===== config.mk =====
export PLATFORM = sky130hd
export DESIGN_NAME = pp_reduce_pipe_18x18_flat
export DESIGN_NICKNAME = d
export VERILOG_FILES = /design/src/rtl/pp_reduce_pipe_18x18_pkg.sv /design/src/rtl/pp_reduce_pipe_18x18_if.sv /design/src/rtl/pp_reduce_pipe_18x18_csa32.sv /design/src/rtl/pp_reduce_pipe_18x18.sv /design/src/flat_wrapper.sv
export SDC_FILE = /design/constraint.sdc
export NUM_CORES = 1
export LEC_CHECK = 0
export CAP_MARGIN = 20
export CORE_UTILIZATION = 54
export DETAILED_ROUTE_END_ITERATION = 8
export GPL_TIMING_DRIVEN = 0
export PLACE_DENSITY = 0.91
export SLEW_MARGIN = 20
export SYNTH_ARGS = -nofsm -noshare
export SYNTH_HDL_FRONTEND = slang
export SYNTH_SLANG_ARGS = --single-unit

===== constraint.sdc =====
create_clock -name i_clk -period 8 [get_ports i_clk]
set_input_delay 1.6 -clock i_clk [delete_from_list [all_inputs] [get_ports i_clk]]
set_output_delay 1.6 -clock i_clk [all_outputs]
set_load 0.05 [all_outputs]

===== src/rtl/pp_reduce_pipe_18x18_pkg.sv =====
// Shared arithmetic constants and helpers for the 18x18 radix-4 Booth multiplier.
//   PP_W     width of each Booth partial product (two's complement)
//   NUM_PP   number of partial products; pp k carries weight 4^k
//   PROD_W   product width; all reduction arithmetic is modulo 2^PROD_W
//   PIPE_LAT enabled-cycle latency of the reduction pipeline
package mult_pkg;

  localparam int unsigned PP_W     = 20;
  localparam int unsigned NUM_PP   = 10;
  localparam int unsigned PROD_W   = 36;
  localparam int unsigned PIPE_LAT = 3;

  // Sign-extend a partial product to PROD_W bits and place it at weight 4^k.
  // Bits shifted above PROD_W-1 fall off, which keeps the sum exact mod 2^PROD_W.
  function automatic logic [PROD_W-1:0] pp_align(input logic [PP_W-1:0] pp,
                                                 input int unsigned    k);
    logic [PROD_W-1:0] ext;
    ext = {{(PROD_W-PP_W){pp[PP_W-1]}}, pp};
    return ext << (2 * k);
  endfunction

endpackage


===== src/rtl/pp_reduce_pipe_18x18_if.sv =====
// Bus between the Booth encoder and the partial-product reduction pipeline.
//   i_ce          pipeline enable (0 freezes every stage)
//   i_valid       partial products valid this cycle
//   i_pp1..i_pp10 partial products, i_pp1 = weight 4^0 ... i_pp10 = weight 4^9
//   o_valid       o_product is valid
//   o_product     36-bit product (two's complement when either operand signed)
// master: the source side (encoder / bench); slave: the reduction pipeline.
interface pp_reduce_pipe_18x18_if;
  import mult_pkg::*;

  logic              i_ce;
  logic              i_valid;
  logic [PP_W-1:0]   i_pp1;
  logic [PP_W-1:0]   i_pp2;
  logic [PP_W-1:0]   i_pp3;
  logic [PP_W-1:0]   i_pp4;
  logic [PP_W-1:0]   i_pp5;
  logic [PP_W-1:0]   i_pp6;
  logic [PP_W-1:0]   i_pp7;
  logic [PP_W-1:0]   i_pp8;
  logic [PP_W-1:0]   i_pp9;
  logic [PP_W-1:0]   i_pp10;
  logic              o_valid;
  logic [PROD_W-1:0] o_product;

  modport master (
    output i_ce, i_valid,
    output i_pp1, i_pp2, i_pp3, i_pp4, i_pp5, i_pp6, i_pp7, i_pp8, i_pp9, i_pp10,
    input  o_valid, o_product
  );

  modport slave (
    input  i_ce, i_valid,
    input  i_pp1, i_pp2, i_pp3, i_pp4, i_pp5, i_pp6, i_pp7, i_pp8, i_pp9, i_pp10,
    output o_valid, o_product
  );

endinterface


===== src/rtl/pp_reduce_pipe_18x18_csa32.sv =====
// 3:2 carry-save adder, purely combinational.
//   a, b, c  three W-bit addends
//   sum      bitwise a^b^c
//   carry    majority(a,b,c) shifted left by one; the carry out of bit W-1 is dropped
module mult_csa32 #(
  parameter int unsigned W = 36
) (
  input  logic [W-1:0] a,
  input  logic [W-1:0] b,
  input  logic [W-1:0] c,
  output logic [W-1:0] sum,
  output logic [W-1:0] carry
);

  assign sum   = a ^ b ^ c;
  assign carry = ((a & b) | (a & c) | (b & c)) << 1;

endmodule


===== src/rtl/pp_reduce_pipe_18x18.sv =====
// Three-stage reduction of ten radix-4 Booth partial products into a 36-bit product.
//   i_clk   clock, rising edge
//   i_rst   asynchronous, active-high reset; clears valids and all data registers
//   bus     slave side of pp_reduce_pipe_18x18_if (i_ce, i_valid, i_pp1..10 in;
//           o_valid, o_product out)
// S1: align + three CSA levels (10 -> 4 vectors); S2: two CSA levels (4 -> 2);
// S3: carry-propagate add. Every register, valids included, loads only when i_ce=1.
module pp_reduce_pipe_18x18
  import mult_pkg::*;
(
  input  logic                   i_clk,
  input  logic                   i_rst,
  pp_reduce_pipe_18x18_if.slave  bus
);

  logic [PP_W-1:0]   pp_in [NUM_PP];
  logic [PROD_W-1:0] t     [NUM_PP];

  always_comb begin
    pp_in[0] = bus.i_pp1;
    pp_in[1] = bus.i_pp2;
    pp_in[2] = bus.i_pp3;
    pp_in[3] = bus.i_pp4;
    pp_in[4] = bus.i_pp5;
    pp_in[5] = bus.i_pp6;
    pp_in[6] = bus.i_pp7;
    pp_in[7] = bus.i_pp8;
    pp_in[8] = bus.i_pp9;
    pp_in[9] = bus.i_pp10;
  end

  always_comb begin
    for (int unsigned k = 0; k < NUM_PP; k++) begin
      t[k] = pp_align(pp_in[k], k);
    end
  end

  // S1 tree: 10 -> 7 -> 5 -> 4 (t[9] bypasses all three levels)
  logic [PROD_W-1:0] a0s, a0c, a1s, a1c, a2s, a2c;
  logic [PROD_W-1:0] b0s, b0c, b1s, b1c;
  logic [PROD_W-1:0] c0s, c0c;

  mult_csa32 #(.W(PROD_W)) u_l1_0 (.a(t[0]), .b(t[1]), .c(t[2]), .sum(a0s), .carry(a0c));
  mult_csa32 #(.W(PROD_W)) u_l1_1 (.a(t[3]), .b(t[4]), .c(t[5]), .sum(a1s), .carry(a1c));
  mult_csa32 #(.W(PROD_W)) u_l1_2 (.a(t[6]), .b(t[7]), .c(t[8]), .sum(a2s), .carry(a2c));
  mult_csa32 #(.W(PROD_W)) u_l2_0 (.a(a0s),  .b(a0c),  .c(a1s),  .sum(b0s), .carry(b0c));
  mult_csa32 #(.W(PROD_W)) u_l2_1 (.a(a1c),  .b(a2s),  .c(a2c),  .sum(b1s), .carry(b1c));
  mult_csa32 #(.W(PROD_W)) u_l3_0 (.a(b0s),  .b(b0c),  .c(b1s),  .sum(c0s), .carry(c0c));

  logic [PROD_W-1:0] s1_r0, s1_r1, s1_r2, s1_r3;
  logic              v1;

  always_ff @(posedge i_clk or posedge i_rst) begin
    if (i_rst) begin
      s1_r0 <= '0;
      s1_r1 <= '0;
      s1_r2 <= '0;
      s1_r3 <= '0;
      v1    <= 1'b0;
    end else if (bus.i_ce) begin
      s1_r0 <= c0s;
      s1_r1 <= c0c;
      s1_r2 <= b1c;
      s1_r3 <= t[9];
      v1    <= bus.i_valid;
    end
  end

  // S2 tree: 4 -> 3 -> 2
  logic [PROD_W-1:0] d0s, d0c, e0s, e0c;

  mult_csa32 #(.W(PROD_W)) u_s2_0 (.a(s1_r0), .b(s1_r1), .c(s1_r2), .sum(d0s), .carry(d0c));
  mult_csa32 #(.W(PROD_W)) u_s2_1 (.a(d0s),   .b(d0c),   .c(s1_r3), .sum(e0s), .carry(e0c));

  logic [PROD_W-1:0] s2_sum, s2_carry;
  logic              v2;

  always_ff @(posedge i_clk or posedge i_rst) begin
    if (i_rst) begin
      s2_sum   <= '0;
      s2_carry <= '0;
      v2       <= 1'b0;
    end else if (bus.i_ce) begin
      s2_sum   <= e0s;
      s2_carry <= e0c;
      v2       <= v1;
    end
  end

  // S3: final carry-propagate add, carry out of bit PROD_W-1 dropped
  logic [PROD_W-1:0] prod_q;
  logic              valid_q;

  always_ff @(posedge i_clk or posedge i_rst) begin
    if (i_rst) begin
      prod_q  <= '0;
      valid_q <= 1'b0;
    end else if (bus.i_ce) begin
      prod_q  <= s2_sum + s2_carry;
      valid_q <= v2;
    end
  end

  assign bus.o_product = prod_q;
  assign bus.o_valid   = valid_q;

endmodule


===== src/flat_wrapper.sv =====
// flat-port wrapper written by rule: the top's interface ports become plain ports
module pp_reduce_pipe_18x18_flat import mult_pkg::*;
  (i_clk, i_rst, bus_i_ce, bus_i_valid, bus_i_pp1, bus_i_pp2, bus_i_pp3, bus_i_pp4, bus_i_pp5, bus_i_pp6, bus_i_pp7, bus_i_pp8, bus_i_pp9, bus_i_pp10, bus_o_valid, bus_o_product);
  pp_reduce_pipe_18x18_if bus_i ();
  input  logic i_clk;
  input  logic i_rst;
  input wire logic [$bits(bus_i.i_ce)-1:0] bus_i_ce;
  input wire logic [$bits(bus_i.i_valid)-1:0] bus_i_valid;
  input wire logic [$bits(bus_i.i_pp1)-1:0] bus_i_pp1;
  input wire logic [$bits(bus_i.i_pp2)-1:0] bus_i_pp2;
  input wire logic [$bits(bus_i.i_pp3)-1:0] bus_i_pp3;
  input wire logic [$bits(bus_i.i_pp4)-1:0] bus_i_pp4;
  input wire logic [$bits(bus_i.i_pp5)-1:0] bus_i_pp5;
  input wire logic [$bits(bus_i.i_pp6)-1:0] bus_i_pp6;
  input wire logic [$bits(bus_i.i_pp7)-1:0] bus_i_pp7;
  input wire logic [$bits(bus_i.i_pp8)-1:0] bus_i_pp8;
  input wire logic [$bits(bus_i.i_pp9)-1:0] bus_i_pp9;
  input wire logic [$bits(bus_i.i_pp10)-1:0] bus_i_pp10;
  output wire logic [$bits(bus_i.o_valid)-1:0] bus_o_valid;
  output wire logic [$bits(bus_i.o_product)-1:0] bus_o_product;
  assign bus_i.i_ce = bus_i_ce;
  assign bus_i.i_valid = bus_i_valid;
  assign bus_i.i_pp1 = bus_i_pp1;
  assign bus_i.i_pp2 = bus_i_pp2;
  assign bus_i.i_pp3 = bus_i_pp3;
  assign bus_i.i_pp4 = bus_i_pp4;
  assign bus_i.i_pp5 = bus_i_pp5;
  assign bus_i.i_pp6 = bus_i_pp6;
  assign bus_i.i_pp7 = bus_i_pp7;
  assign bus_i.i_pp8 = bus_i_pp8;
  assign bus_i.i_pp9 = bus_i_pp9;
  assign bus_i.i_pp10 = bus_i_pp10;
  assign bus_o_valid = bus_i.o_valid;
  assign bus_o_product = bus_i.o_product;
  pp_reduce_pipe_18x18 u_core (.i_clk(i_clk), .i_rst(i_rst), .bus(bus_i));
endmodule

# Yosys cells after proc, flatten, opt, wreduce, memory -nomap -nowiden
# Cells that the tools add are included.
# Widths: inputs -> output; s select.
dict set report totals {
  ff_bits 234
  input_bits 204
  output_inout_bits 37
  wordCells 67
}
dict set report classes {
  add_sub_neg 1
  n_bitwise 56
}
# cell count
set op_table {}
lappend op_table {{$and 35x35->35} 24}
lappend op_table {{$xor 36x36->36} 16}
lappend op_table {{$or 35x35->35} 16}
lappend op_table {{$add 36x36->36} 1}

# Logic depth before layout (Yosys ltp)
# Gate-level depths: netlist (run 1).
dict set report depth {
  ltp_word 9
  ltp_mapped 9
  ltp_nobuf 9
}

# Modules after synthesis
# From an unflattened synthesis (run 1), not the netlist that was laid out.
dict set report unflattened {
  hier_cells 1046
  hier_area_um2 16346.9
}
# mod instances cells_each area_per_inst_um2 seq_area_each_um2
set by_module_without_submodules {}
lappend by_module_without_submodules {pp_reduce_pipe_18x18 1 742 10461.3 5930.7}
lappend by_module_without_submodules {mult_csa32 8 38 735.7 0.0}

# Least setup slack after synthesis (run 1)
# OpenSTA, ideal clock, no wires.
dict set report synth_timing {
  kind {input -> register}
  from {input port bus_i_pp2[19]}
  to {register u_core.s1_r0[35]}
  setup_time_ns 0.125
  arrival_ns 3.892
  t_required_ns 7.875
  path_slack_ns 3.983
  path_stages 9
  path_buffers 0
  path_cell_list {inv_1 fa_1 inv_1 fa_1 ha_1 xnor2_1 xnor2_1 xnor2_1 mux2_2}
}
dict set report synth_between {
  elab_chain_len 8
  word_cells_on_any_way 15
  cone_classes {bitwise (15)}
}
# element line
set synth_rtl {}
lappend synth_rtl {{start, declared} flat_wrapper.sv:10} ;# input wire logic [$bits(bus_i.i_pp2)-1:0] bus_i_pp2;
lappend synth_rtl {{$and 35x35->35} pp_reduce_pipe_18x18_csa32.sv:16} ;# assign carry = ((a & b) | (a & c) | (b & c)) << 1;
lappend synth_rtl {{$or 35x35->35 (2 in series)} pp_reduce_pipe_18x18_csa32.sv:16}
lappend synth_rtl {{$and 35x35->35} pp_reduce_pipe_18x18_csa32.sv:16}
lappend synth_rtl {{$or 35x35->35 (2 in series)} pp_reduce_pipe_18x18_csa32.sv:16}
lappend synth_rtl {{$xor 36x36->36 (*) (2 in series)} pp_reduce_pipe_18x18_csa32.sv:15} ;# assign sum = a ^ b ^ c;
lappend synth_rtl {{end signal, assigned} pp_reduce_pipe_18x18.sv:61} ;# s1_r0 <= c0s;
lappend synth_rtl {{end, declared} pp_reduce_pipe_18x18.sv:50} ;# logic [PROD_W-1:0] s1_r0, s1_r1, s1_r2, s1_r3;
# Mark *: on every way between the ends. The rest lies on a longest branch, timed or not.
# A chain may end at the register's enable or synchronous reset.

# Final worst setup path (run 1)
dict set report layout_timing {
  from {input port bus_i_pp1[19]}
  to {register u_core.s1_r0[35]}
}
dict set report layout_between {
  elab_chain_len 8
  word_cells_on_any_way 15
  cone_classes {bitwise (15)}
}
# element line
set layout_rtl {}
lappend layout_rtl {{start, declared} flat_wrapper.sv:9} ;# input wire logic [$bits(bus_i.i_pp1)-1:0] bus_i_pp1;
lappend layout_rtl {{$and 35x35->35} pp_reduce_pipe_18x18_csa32.sv:16}
lappend layout_rtl {{$or 35x35->35 (2 in series)} pp_reduce_pipe_18x18_csa32.sv:16}
lappend layout_rtl {{$and 35x35->35} pp_reduce_pipe_18x18_csa32.sv:16}
lappend layout_rtl {{$or 35x35->35 (2 in series)} pp_reduce_pipe_18x18_csa32.sv:16}
lappend layout_rtl {{$xor 36x36->36 (*) (2 in series)} pp_reduce_pipe_18x18_csa32.sv:15}
# Marks and branches as above.

==> results of run 1 <==
-- state kept, by name, summed over array words and instances, names as in the netlist --
signal and count:
u_core.bus.o_product 36, u_core.bus.o_valid 1, u_core.s1_r0 36, u_core.s1_r1 31
u_core.s1_r2 23, u_core.s1_r3 18, u_core.s2_carry 29, u_core.s2_sum 36
u_core.v1 1, u_core.v2 1
-- cell usage after synthesis, drive strengths merged, types with 3 or more instances --
library cell,number
dfrtp,212
inv,207
mux2,182
fa,169
ha,67
a21oi,45
nand2,40
clkbuf,31
o21ai,29
nor2,23
xnor2,18
nand3,13
a21o,11
nor3,8
xor2,7
o21bai,6
a31oi,5
buf,4
nand4,4
a211oi,3
a31o,3
nor2b,3
o211ai,3
o31ai,3
-- cells in the final DEF (no fill, tap or decap), types with 23 or more instances in the layout --
cell and count:
sky130_fd_sc_hd__clkbuf_1 35, sky130_fd_sc_hd__a21oi_1 44, sky130_fd_sc_hd__clkbuf_16 23, sky130_fd_sc_hd__inv_1 206, sky130_fd_sc_hd__o21ai_0 29, sky130_fd_sc_hd__ha_1 67, sky130_fd_sc_hd__mux2_2 182, sky130_fd_sc_hd__nand2_1 39
sky130_fd_sc_hd__fa_1 169, sky130_fd_sc_hd__clkdlybuf4s50_1 237, sky130_fd_sc_hd__dfrtp_1 212
-- cell type report --
class | count | area share
inverters | 208 | 0.0449
plain buffers | 35 | 0.00763
clock buffers | 34 | 0.0392
repair buffers | 239 | 0.138
clock inverters | 5 | 0.00178
well taps | 330 | 0.0235
flip-flops and latches | 212 | 0.302
multi-input cells | 671 | 0.442
-- worst max-delay path, cell delays in order --
cell and delay [ns]:
sky130_fd_sc_hd__clkdlybuf4s50_1 0.57, sky130_fd_sc_hd__inv_1 0.14, sky130_fd_sc_hd__fa_1 0.79, sky130_fd_sc_hd__inv_1 0.11, sky130_fd_sc_hd__fa_1 0.52, sky130_fd_sc_hd__ha_1 0.35, sky130_fd_sc_hd__xnor2_1 0.20, sky130_fd_sc_hd__xnor2_1 0.15
sky130_fd_sc_hd__xnor2_1 0.10, sky130_fd_sc_hd__mux2_2 0.26
-- cells by family (layout without fill, tap and decap cells) --
| logic type | after synthesis | in the layout | synth area share |
|---|---|---|---|
| buffers and inverters | 243 | 521 | 0.0655 |
| adders and majority gates | 236 | 236 | 0.302 |
| DFF | 212 | 212 | 0.380 |
| muxes | 182 | 182 | 0.147 |
| AOI/OAI and AO/OA | 122 | 122 | 0.0546 |
| and+or+nand+nor | 106 | 106 | 0.0357 |
| xor gates and xnor gates | 25 | 25 | 0.0157 |
-- layer usage --
layer,share of wire,up-vias,GRT usage
met4,0.027,0,0.0697
li1,-,4174,-
met2,0.52,229,0.437
met3,0.057,51,0.0428
met1,0.39,4670,0.301
met5,0,-,0
-- stage by stage --
stage / util / cell area, sq um / cells / hold WS, ns
6_report: 0.694 / 17500 / 1734 / 0.489
5_1_grt: 0.694 / 17500 / 1734 / 0.514
4_1_cts: 0.694 / 17500 / 1734 / 0.487
3_5_place_dp: 0.666 / 16800 / 1695 / 0.472
3_3_place_gp: 0.664 / 16800 / 1693 / 0.471
2_1_floorplan: - / 14000 / 1126 / 0.473
-- power groups by stage --
| stage | clock (mW) | sequential (mW) | combinational (mW) |
|---|---|---|---|
| final | 1.01 | 1.78 | 3.17 |
| after global routing | 1.07 | 1.83 | 3.55 |
| after CTS | 1.03 | 1.78 | 3.19 |
| after detailed placement | 0 | 1.79 | 3.15 |
| after global placement | 0 | 1.77 | 3.02 |
| after floorplan | 0 | 2.03 | 1.95 |
-- how the worst max path moves through the flow --
stage                  startpoint                 endpoint  slack [ns]  depth (start not counted)
floorplan                   i_rst  u_core.bus.o_product[0]        0.61                          1
global placement            i_rst  u_core.bus.o_product[1]       -1.93                          2
global route        bus_i_pp1[19]         u_core.s1_r0[35]        3.47                         10
detailed placement  bus_i_pp1[19]         u_core.s1_r0[35]        3.06                         10
finish              bus_i_pp1[19]         u_core.s1_r0[35]        3.59                         10
CTS                 bus_i_pp1[19]         u_core.s1_r0[35]        3.57                         10
==> results.ini, run 1 <==
[drt]
detail-route-antenna-nets = 0
initial_drc_count = 310
drt-total-wl_mm = 30.5
num_vias = 9124
drc_errors = 0
detailedRoute.firstPassIterationCount = 4
via_per_inst = 5.26
avg_wl_per_cell_um = 17.6

[global_routing]
grt_first_pass_wirelength_mm = 50.5
grt_use_total = 0.244
first_global_vias = 10200
initial_antenna_violation_count = 0
grt_start_max_net_pins = 103
grt_overflow = 0

[setup_path]
criticalPathCategory = primary input to register
worst-endpoint-arrival_ns = 4.80
reg2reg_setup_slack_ns = 5.31
r2r-end = u_core.bus.o_product[31]
worst_reg_to_reg_path_cell_count = 9
critical_path_start_type = primary input
worstPathRequired_ns = 8.39
setup.worst_path.end_class = register
worstPathMaxFanout = 7
worst_r2r_startpoint = u_core.s2_carry[7]

[yosys]
synth_sequential_area_ratio = 0.380
synth-async-reset-ratio = 1.00
synth_seq_cells = 212
synth_cells = 1126
postSynth.topFlopCell = sky130_fd_sc_hd__dfrtp_1
synth_top_area_cell = sky130_fd_sc_hd__dfrtp_1
avgSynthCellArea_sq_um = 12.4
ys_top_cells_by_area = sky130_fd_sc_hd__dfrtp_1 (38%), sky130_fd_sc_hd__fa_1 (24%), sky130_fd_sc_hd__mux2_2 (15%)
netlist.area_leader.share = 0.380
yosys_warning_total = 0
syn_nets = 1566
synth.cell_area_sq_mm = 0.0140
synth.distinct_cells = 50
synth-edff-count = 0

[die]
core_outline_area_sq_mm = 0.0253
die_w_um = 163
floorplan.die.height_um = 163
initial_core_util = 0.553
rows = 58
dieArea_sq_mm = 0.0265
num_io_pins = 241

[sta]
final-hold-violation-count = 0
post-route-period-util = 0.551
fmax_ghz = 0.227
clock-skew-final_ns = 0.0113
setup-tns-final_ns = 0
timing_worst_slew_pin_value_ns = 0.877
slew_limit_fails = 0
worst_slew_slack_as_a_fraction_of_its_limit = 0.415
finalCriticalPeriod_ns = 4.41
final.setup.worst_slack_ns = 3.59
setup_viol = 0
setup_repair_after_global_routing_missed_its_margin = no

[pwr]
leakage_power_nw = 8.04
switchingPower_mw = 2.40
comb_power_share = 0.531
cellInternalPower_mw = 3.56
power_share_of_the_sequential_group = 0.298
p_clk_frac = 0.170
report.power.total_mw = 5.96
sw_frac_of_total = 0.403
power_density_mw_per_mm2 = 340
peakVddDrop_mv = 0.165

[clock_tree]
h_tree_lvls = 1
cts_made_buffers = 23
post_cts.resized_instances = 0
tritoncts = done
cts_hold_buffers = 0
clockBufferDepth = 3
root_buffer = sky130_fd_sc_hd__clkbuf_16
clk-insertion-delay-late_ns = 0.51
post_cts.repair.setup_buffers = 0
path_clk_slew_ns = 0.06
cts_sinks = 212

[placement]
gp_congestion = 0.850
io_buffers = 237
dpl.hpwl_mm = 24.1
post-place-ws_ns = 3.06

[finish]
layout_cells_sized_above_1 = 0.165
area_of_the_multi_input_gates_sq_mm = 0.00775
area_growth_syn_to_layout_pct = 25.5
fill_cells = 1715
antenna_cells_inserted = 0
nNetsFinal = 1830
register_area_sq_mm = 0.00531

[min_path]
tightest_hold_check_type = register to register
whs_endpoint = u_core.bus.o_product[34]
hold-path-cell-count = 2
timing.hold.worst.start = u_core.bus.o_product[34]

[status]
result_of_the_run = completed

[run]
timing.max_cap.violations = 0

(Power assumes the default switching activity.)
==> run 2, diff against run 1 <==
--- a/config.mk
+++ b/config.mk
@@ -6,10 +6,10 @@
 export NUM_CORES = 1
 export LEC_CHECK = 0
 export CAP_MARGIN = 20
-export CORE_UTILIZATION = 54
+export CORE_UTILIZATION = 49
 export DETAILED_ROUTE_END_ITERATION = 8
 export GPL_TIMING_DRIVEN = 0
-export PLACE_DENSITY = 0.91
+export PLACE_DENSITY = 0.88
 export SLEW_MARGIN = 20
 export SYNTH_ARGS = -nofsm -noshare
 export SYNTH_HDL_FRONTEND = slang
==> constraint.sdc (replaced) <==
create_clock -name i_clk -period 3.7 [get_ports i_clk]
set_input_delay 0.74 -clock i_clk [delete_from_list [all_inputs] [get_ports i_clk]]
set_output_delay 0.74 -clock i_clk [all_outputs]
set_load 0.05 [all_outputs]
==> run 2 against run 1 <==
Sequential share of layout area down 0.32 points. First-iteration DRC count down 1.6%. Count of clock-buffer cells in the layout up 1. Setup slack worse by 3.4 ns. Sequential power up 120%. Clock power up 130%. Core utilization down 6.0 points. Critical path depth unchanged. Combinational power up 110%. Final area up 1.1%. Clock skew about the same. Cell count up 3.2%. Largest power group unchanged.
==> results.ini, run 2 (synthesis results as in run 1) <==
[global_routing]
first_global_vias = 10200
grt_use_total = 0.220
initial_antenna_violation_count = 0
grt_first_pass_wirelength_mm = 50.4
grt_start_max_net_pins = 35
grt_overflow = 0

[setup_path]
criticalPathCategory = primary input to register
worstPathRequired_ns = 4.09
dominant_delay_contributor_by_cell_family_on_the_critical_path = adder cells
worstPathMaxFanout = 7
crit_cells = 10
timing.critical_path.buf_inv = 3
critical_path_start_type = primary input
crit_path_max_incr_delay_ns = 0.78
setup.worst_path.end_class = register
critical_path.slowest_cell = sky130_fd_sc_hd__fa_1
worst_reg_to_reg_path_cell_count = 9
path_common_cell = sky130_fd_sc_hd__xnor2_1
timing.critical_path.cells = clkdlybuf4s50_1 -> inv_1 -> fa_1 -> inv_1 -> fa_1 -> ha_1 -> xnor2_1 -> xnor2_1 -> xnor2_1 -> mux2_2
worst-endpoint-arrival_ns = 3.93

[finish]
layout_cells_sized_above_1 = 0.169
final_common_cell = sky130_fd_sc_hd__clkdlybuf4s50_1
nNetsFinal = 1835
area_of_the_multi_input_gates_sq_mm = 0.00775
register_area_sq_mm = 0.00531
layout_common_cells = sky130_fd_sc_hd__clkdlybuf4s50_1 (237), sky130_fd_sc_hd__dfrtp_1 (212), sky130_fd_sc_hd__inv_1 (206), sky130_fd_sc_hd__mux2_2 (182), sky130_fd_sc_hd__fa_1 (169)
final_cell_area_sq_mm = 0.0177
fill_cells = 2093
area_growth_syn_to_layout_pct = 26.9
antenna_cells_inserted = 0

[placement]
dpl.hpwl_mm = 24.7
post-place-ws_ns = -0.351
postPlaceCellArea_sq_mm = 0.0169
io_buffers = 237
gp_congestion = 0.868

[clock_tree]
cts_made_buffers = 24
clk-insertion-delay-late_ns = 0.51
clockBufferDepth = 3
cts_hold_buffers = 0
tritoncts = done
cts_sinks = 212
post_cts.repair.setup_buffers = 0
path_clk_slew_ns = 0.06
post_cts.resized_instances = 0
h_tree_lvls = 1
root_buffer = sky130_fd_sc_hd__clkbuf_16

[drt]
initial_drc_count = 305
met3RoutedLength_mm = 1.78
highest_layer = met4
via_per_inst = 5.10
detailedRoute.firstPassIterationCount = 5
drt-total-wl_mm = 30.4
detail-route-antenna-nets = 0
avg_wl_per_cell_um = 17.0
wl_met1_mm = 12.0
drc_errors = 0
wl_met2_mm = 15.6
num_vias = 9117

[min_path]
tightest_hold_check_type = register to register
hold-path-cell-count = 2

[sta]
post-route-period-util = 0.957
fmax_ghz = 0.282
clock-skew-final_ns = 0.0110
timing_worst_slew_pin_value_ns = 0.911
setup_viol = 0
setup-tns-final_ns = 0
final.setup.worst_slack_ns = 0.159
slew_limit_fails = 0
final-hold-violation-count = 0
finalCriticalPeriod_ns = 3.54
setup_repair_after_global_routing_missed_its_margin = no
worst_slew_slack_as_a_fraction_of_its_limit = 0.393

[die]
rows = 61
initial_core_util = 0.500
num_io_pins = 241
dieArea_sq_mm = 0.0292
floorplan.die.height_um = 171
core_outline_area_sq_mm = 0.0279
die_w_um = 171

[pwr]
power_density_mw_per_mm2 = 733
report.power.total_mw = 13.0
leakage_power_nw = 8.10
peakVddDrop_mv = 0.379

[run]
timing.max_cap.violations = 0

[status]
result_of_the_run = completed

==> run 2: final timing paths <==
path	from	to	slack, ns
worst min-delay path	u_core.bus.o_product[34]	u_core.bus.o_product[34]	0.49
max in group asynchronous	i_rst	u_core.s1_r0[32]	2.15
worst min register to register	u_core.bus.o_product[34]	u_core.bus.o_product[34]	0.49
worst max register to register	u_core.s2_carry[7]	u_core.bus.o_product[31]	0.99
min in group asynchronous	i_rst	u_core.s1_r2[18]	0.71
worst max-delay path	bus_i_pp1[19]	u_core.s1_r0[35]	0.16
==> run 2: area by class of cell <==
class	count	share of cell area
Buffer	35	0.00755
Clock buffer	35	0.0408
Clock inverter	7	0.00353
Inverter	208	0.0443
Multi-Input combinational cell	671	0.437
Sequential cell	212	0.299
Tap cell	378	0.0267
Timing Repair Buffer	243	0.141
==> run 2: report_power, final <==
part	total (mW)	internal, mW	switching (mW)
combinational	6.81	3.16	3.65
clock	2.33	1.42	0.914
sequential	3.85	3.25	0.591
==> run 2: layer usage <==
layer	GRT usage	vias to the layer above
met5	0	-
met4	0.0672	0
met3	0.0308	53
met2	0.394	261
met1	0.277	4613
li1	-	4190
==> run 2: worst min-delay path: cells and delay by family, from the launching register on <==
| family | cells | cell delay (ns) |
|---|---|---|
| compound gates | 1 | 0.05 |
| flops | 1 | 0.35 |
| simple gates | 1 | 0.05 |
==> run 2: per-stage QoR <==
step / instances / hold WS [ns] / util
after floorplan: 1126 / 0.473 / -
after global placement: 1741 / 0.472 / 0.602
after detailed placement: 1747 / 0.473 / 0.606
after CTS: 1789 / 0.489 / 0.635
after global routing: 1789 / 0.519 / 0.635
final: 1789 / 0.488 / 0.635
